==> src/rtl/dmem_arbiter.sv <==
// Two-requester arbiter/sequencer for the single-ported data memory.
// Each access walks IDLE -> ISSUE -> CAPT -> RESP, with one memory strobe per access.
module dmem_arbiter #(
  parameter int ADDR_W   = 32,
  parameter int DATA_W   = 32,
  parameter int FIX_PRIO = 0
) (
  input  logic              clock,
  input  logic              reset0,
  input  logic              req0,
  input  logic              req1,
  input  logic              we0,
  input  logic              we1,
  input  logic [ADDR_W-1:0] addr0,
  input  logic [ADDR_W-1:0] addr1,
  input  logic [DATA_W-1:0] wdata0,
  input  logic [DATA_W-1:0] wdata1,
  output logic              ack0,
  output logic              ack1,
  output logic [DATA_W-1:0] rdata0,
  output logic [DATA_W-1:0] rdata1,
  output logic              err0,
  output logic              err1,
  output logic              busy,
  output logic              mem_visit,
  output logic              mem_we,
  output logic [ADDR_W-1:0] mem_addr,
  output logic [DATA_W-1:0] mem_data,
  input  logic [DATA_W-1:0] mem_outp,
  input  logic              mem_valid
);

  typedef enum logic [1:0] {IDLE, ISSUE, CAPT, RESP} state_t;

  state_t            state;
  logic              win;
  logic              rr_ptr;
  logic              lat_we;
  logic [ADDR_W-1:0] lat_addr;
  logic [DATA_W-1:0] lat_wdata;
  logic              grant_any;
  logic              grant_id;

  always_comb begin
    grant_any = req0 | req1;
    grant_id  = 1'b0;
    if (req0 && req1)
      grant_id = (FIX_PRIO != 0) ? 1'b0 : rr_ptr;
    else
      grant_id = req1;
  end

  // Reset gates the strobe combinationally so a reset landing in ISSUE never writes.
  assign mem_visit = (state == ISSUE) && !reset0;
  assign mem_we    = lat_we;
  assign mem_addr  = lat_addr;
  assign mem_data  = lat_wdata;

  always_ff @(posedge clock) begin
    if (reset0) begin
      state  <= IDLE;
      win    <= 1'b0;
      rr_ptr <= 1'b0;
      busy   <= 1'b0;
      ack0   <= 1'b0;
      ack1   <= 1'b0;
      err0   <= 1'b0;
      err1   <= 1'b0;
      rdata0 <= '0;
      rdata1 <= '0;
    end else begin
      case (state)
        IDLE: begin
          if (grant_any) begin
            win   <= grant_id;
            busy  <= 1'b1;
            state <= ISSUE;
          end
        end
        ISSUE: state <= CAPT;
        CAPT: begin
          // Memory output was updated at the ISSUE edge; capture it for the winner.
          if (win) begin
            ack1   <= 1'b1;
            rdata1 <= mem_outp;
            err1   <= ~mem_valid;
          end else begin
            ack0   <= 1'b1;
            rdata0 <= mem_outp;
            err0   <= ~mem_valid;
          end
          rr_ptr <= ~win;
          state  <= RESP;
        end
        RESP: begin
          ack0  <= 1'b0;
          ack1  <= 1'b0;
          busy  <= 1'b0;
          state <= IDLE;
        end
        default: state <= IDLE;
      endcase
    end
  end

  // Request fields are captured once at grant and held for the whole access.
  always_ff @(posedge clock) begin
    if (state == IDLE && grant_any) begin
      lat_we    <= grant_id ? we1 : we0;
      lat_addr  <= grant_id ? addr1 : addr0;
      lat_wdata <= grant_id ? wdata1 : wdata0;
    end
  end

endmodule
==> config.mk <==
export PLATFORM = sky130hd
export DESIGN_NAME = dmem_arbiter
export DESIGN_NICKNAME = d
export VERILOG_FILES = /design/src/rtl/dmem_arbiter.sv
export SDC_FILE = /design/constraint.sdc
export NUM_CORES = 1
export LEC_CHECK = 0
export CAP_MARGIN = 25
export CORE_MARGIN = 5
export CORE_UTILIZATION = 27
export DETAILED_ROUTE_END_ITERATION = 12
export DONT_BUFFER_PORTS = 1
export GPL_TIMING_DRIVEN = 0
export PLACE_DENSITY = 0.46
export SLEW_MARGIN = 40
export SYNTH_ARGS = -nofsm -noshare
export SYNTH_HDL_FRONTEND = slang
export SYNTH_SLANG_ARGS = --single-unit
==> constraint.sdc <==
create_clock -name clock -period 2.8 [get_ports clock]
set_input_delay 0.56 -clock clock [delete_from_list [all_inputs] [get_ports clock]]
set_output_delay 0.56 -clock clock [all_outputs]
set_load 0.05 [all_outputs]
==> metrics.csv <==
metric,value,unit
dr.first_iter.drc_count,130,
use_met2,0.214,
root_buffer,clkbuf_16,
cts_buffers,17,
syn_inst,468,
wl_per_cell,20.0,um
synth-xor-area-share,0,
yosysUniqueCellTypes,28,
end_kind,primary output,
layout.nets,661,
design.die.area,23900,sq um
swShare,0.407,
ir_drop,0.412,mV
final_cell_mix,"130 x nand2_1, 73 x dfxtp_1, 68 x a21oi_1",
core,20800,sq um
synth-edff-count,65,
grt_overflow,0,
area_delta_synth_final,18.0,%
yosys_register_bits,138,
io_buffers,0,
cts_tree,done,
grtUsageTotal,0.124,
period_share,0.752,
path_clk_slew,0.06,ns
syn-num-nets,641,
worst_ep_required_time,2.24,ns
drtPass1Iterations,5,
arrival,1.55,ns
io_pins,302,
worst_pin_slew,0.585,ns
max-slew-margin-rel,0.609,
p_per_area,1210,nW/um^2
cap_violations,0,
ys_seq_area_frac,0.604,
synth-main-ff-cell,dfxtp_1,
cts.repair.resized,0,
via_count,3510,
place.gp.congestion,0.749,
hp-class,input port to flop,
rsz0062_at_grt,no,
max_freq,475,MHz
n_fill_cell,2109,
htreeDepth,4,
antenna_found_initial,1,
report.final.slew_viol_count,0,
die_h,155,um
cts_buffer_depth,2,
grt_pass1_vias,3609,
grt_pass1_wl,22500,um
synth_top_area_share,0.345,
cts_hold_buffers,0,
internal-power,4.78,mW
drtAntennaViolNets,0,
combPwrFrac,0.135,
synth_fa_ha_area_frac,0.0133,
cp_max_fo,5,
place_area,6020,sq um
leakage,2.43,nW
initial_utilization,0.272,
cts_sinks,138,
postCtsSetupBuffers,0,
avgSynthCellArea,12.1,sq um
skew,0.00922,ns
rows,53,
dp_hpwl,12300,um
seq_power_share,0.562,
power.total,8.07,mW
clk_latency,0.41,ns
status,"finished, final reports clean",
final_common_cell,nand2_1,
routed_via_density,4.52,
synth_top_area_cell,edfxtp_1,
synth_compound_area_frac,0.0715,
grtUsageMet1,0.128,
drc_errors,0,
worst_slack,0.694,ns
ys_async_sr_fraction,0,
final_hold_viol_count,0,
muxShareOfSynthArea,0.164,
critPathKind,flop to primary output,
grt.busiest_layer,met2,
use_met3,0.0739,
synth_warnings,0,
stdcell_area,6670,sq um
diodes,0,
power_frac_clock,0.303,
syn_area,5660,sq um
grt_max_degree,42,
p_switching,3.29,mW
wirelength,15500,um
final-setup-viol-count,0,
dpl_worst_slack,0.911,ns
synth_top_family_by_area,multiplexers,
drive_gt1_frac,0.246,
start_kind,flop,
yosys-top-cells-area,"edfxtp_1 35%, dfxtp_1 26%, mux2_4 13%",
synth-simple-area-share,0.102,
hold_slack,0.239,ns
fp.dieW,155,um
period_minus_slack,2.11,ns
==> worst max-delay path, stage by stage (launching register included) <==
cell,delay [ns]
dfxtp_1,0.34
inv_1,0.12
ha_1,0.17
nor2b_2,0.51
==> cells by family (layout without fill, tap and decap cells) <==
kind of cell	count (synthesis)	in the layout
compound gates	77	77
buf+inv	35	68
fa+ha+maj	6	6
mux	66	66
flops	138	138
simple gates	146	146
==> per-layer routing <==
layer / vias up / wire [um]
met2: 203 / 7780
met4: 2 / 200
met5: - / 20
li1: 1651 / -
met1: 1641 / 5520
met3: 13 / 2020
==> layout make-up <==
| type | instances | area, sq um | area share |
|---|---|---|---|
| plain buffers | 30 | 240 | 0.0360 |
| clock buffers | 19 | 433 | 0.0649 |
| clock inverters | 13 | 214 | 0.0321 |
| inverters | 5 | 21.3 | 0.00319 |
| multi-input cells | 295 | 1990 | 0.298 |
| flip-flops and latches | 138 | 3410 | 0.512 |
| well taps | 275 | 344 | 0.0516 |
| repair buffers | 1 | 20.0 | 0.00300 |
==> sequential cells by signal, indices dropped and copies added, names as in the netlist <==
name / flops
err1: 1
state: 2
ack0: 1
rr_ptr: 1
busy: 1
err0: 1
ack1: 1
win: 1
rdata0: 32
mem_data: 32
mem_we: 1
mem_addr: 32
rdata1: 32
==> through the flow <==
step | setup TNS (ns) | util | std cells
3_3_place_gp | -18.21 | 0.288 | 743
5_1_grt | 0 | 0.320 | 776
3_5_place_dp | 0 | 0.289 | 744
2_1_floorplan | 0 | - | 468
4_1_cts | 0 | 0.320 | 776
6_report | 0 | 0.320 | 776
==> power by group through the flow <==
stage | registers [mW] | clock network [mW] | logic (mW)
3_3_place_gp | 4.62 | 0 | 1.04
2_1_floorplan | 4.47 | 0 | 0.847
6_report | 4.53 | 2.44 | 1.09
4_1_cts | 4.56 | 2.53 | 1.13
3_5_place_dp | 4.59 | 0 | 1.13
5_1_grt | 4.58 | 2.63 | 1.23
==> final timing paths <==
path | cells after the start | start | end | slack (ns)
max reg2reg | 5 | state[0]$_SDFFE_PP0P_ | mem_addr[6]$_DFFE_PP_ | 0.95
min | 1 | mem_valid | err1$_SDFFE_PP0P_ | 0.24
min reg2reg | 2 | rr_ptr$_SDFFE_PP0N_ | rr_ptr$_SDFFE_PP0N_ | 0.54
max | 3 | state[1]$_SDFFE_PP0P_ | mem_visit | 0.69
==> synthesized netlist by cell type (all sizes together) (2+ instances only) <==
master,n
edfxtp,65
nor3,2
nor2b,3
mux2,65
nand2b,2
nor3b,2
a211oi,3
buf,23
o21ai,4
inv,5
nand2,130
a21oi,68
nor2,5
dfxtp,73
ha,6
clkbuf,7
Note: power is estimated with default switching activity, not from simulation.
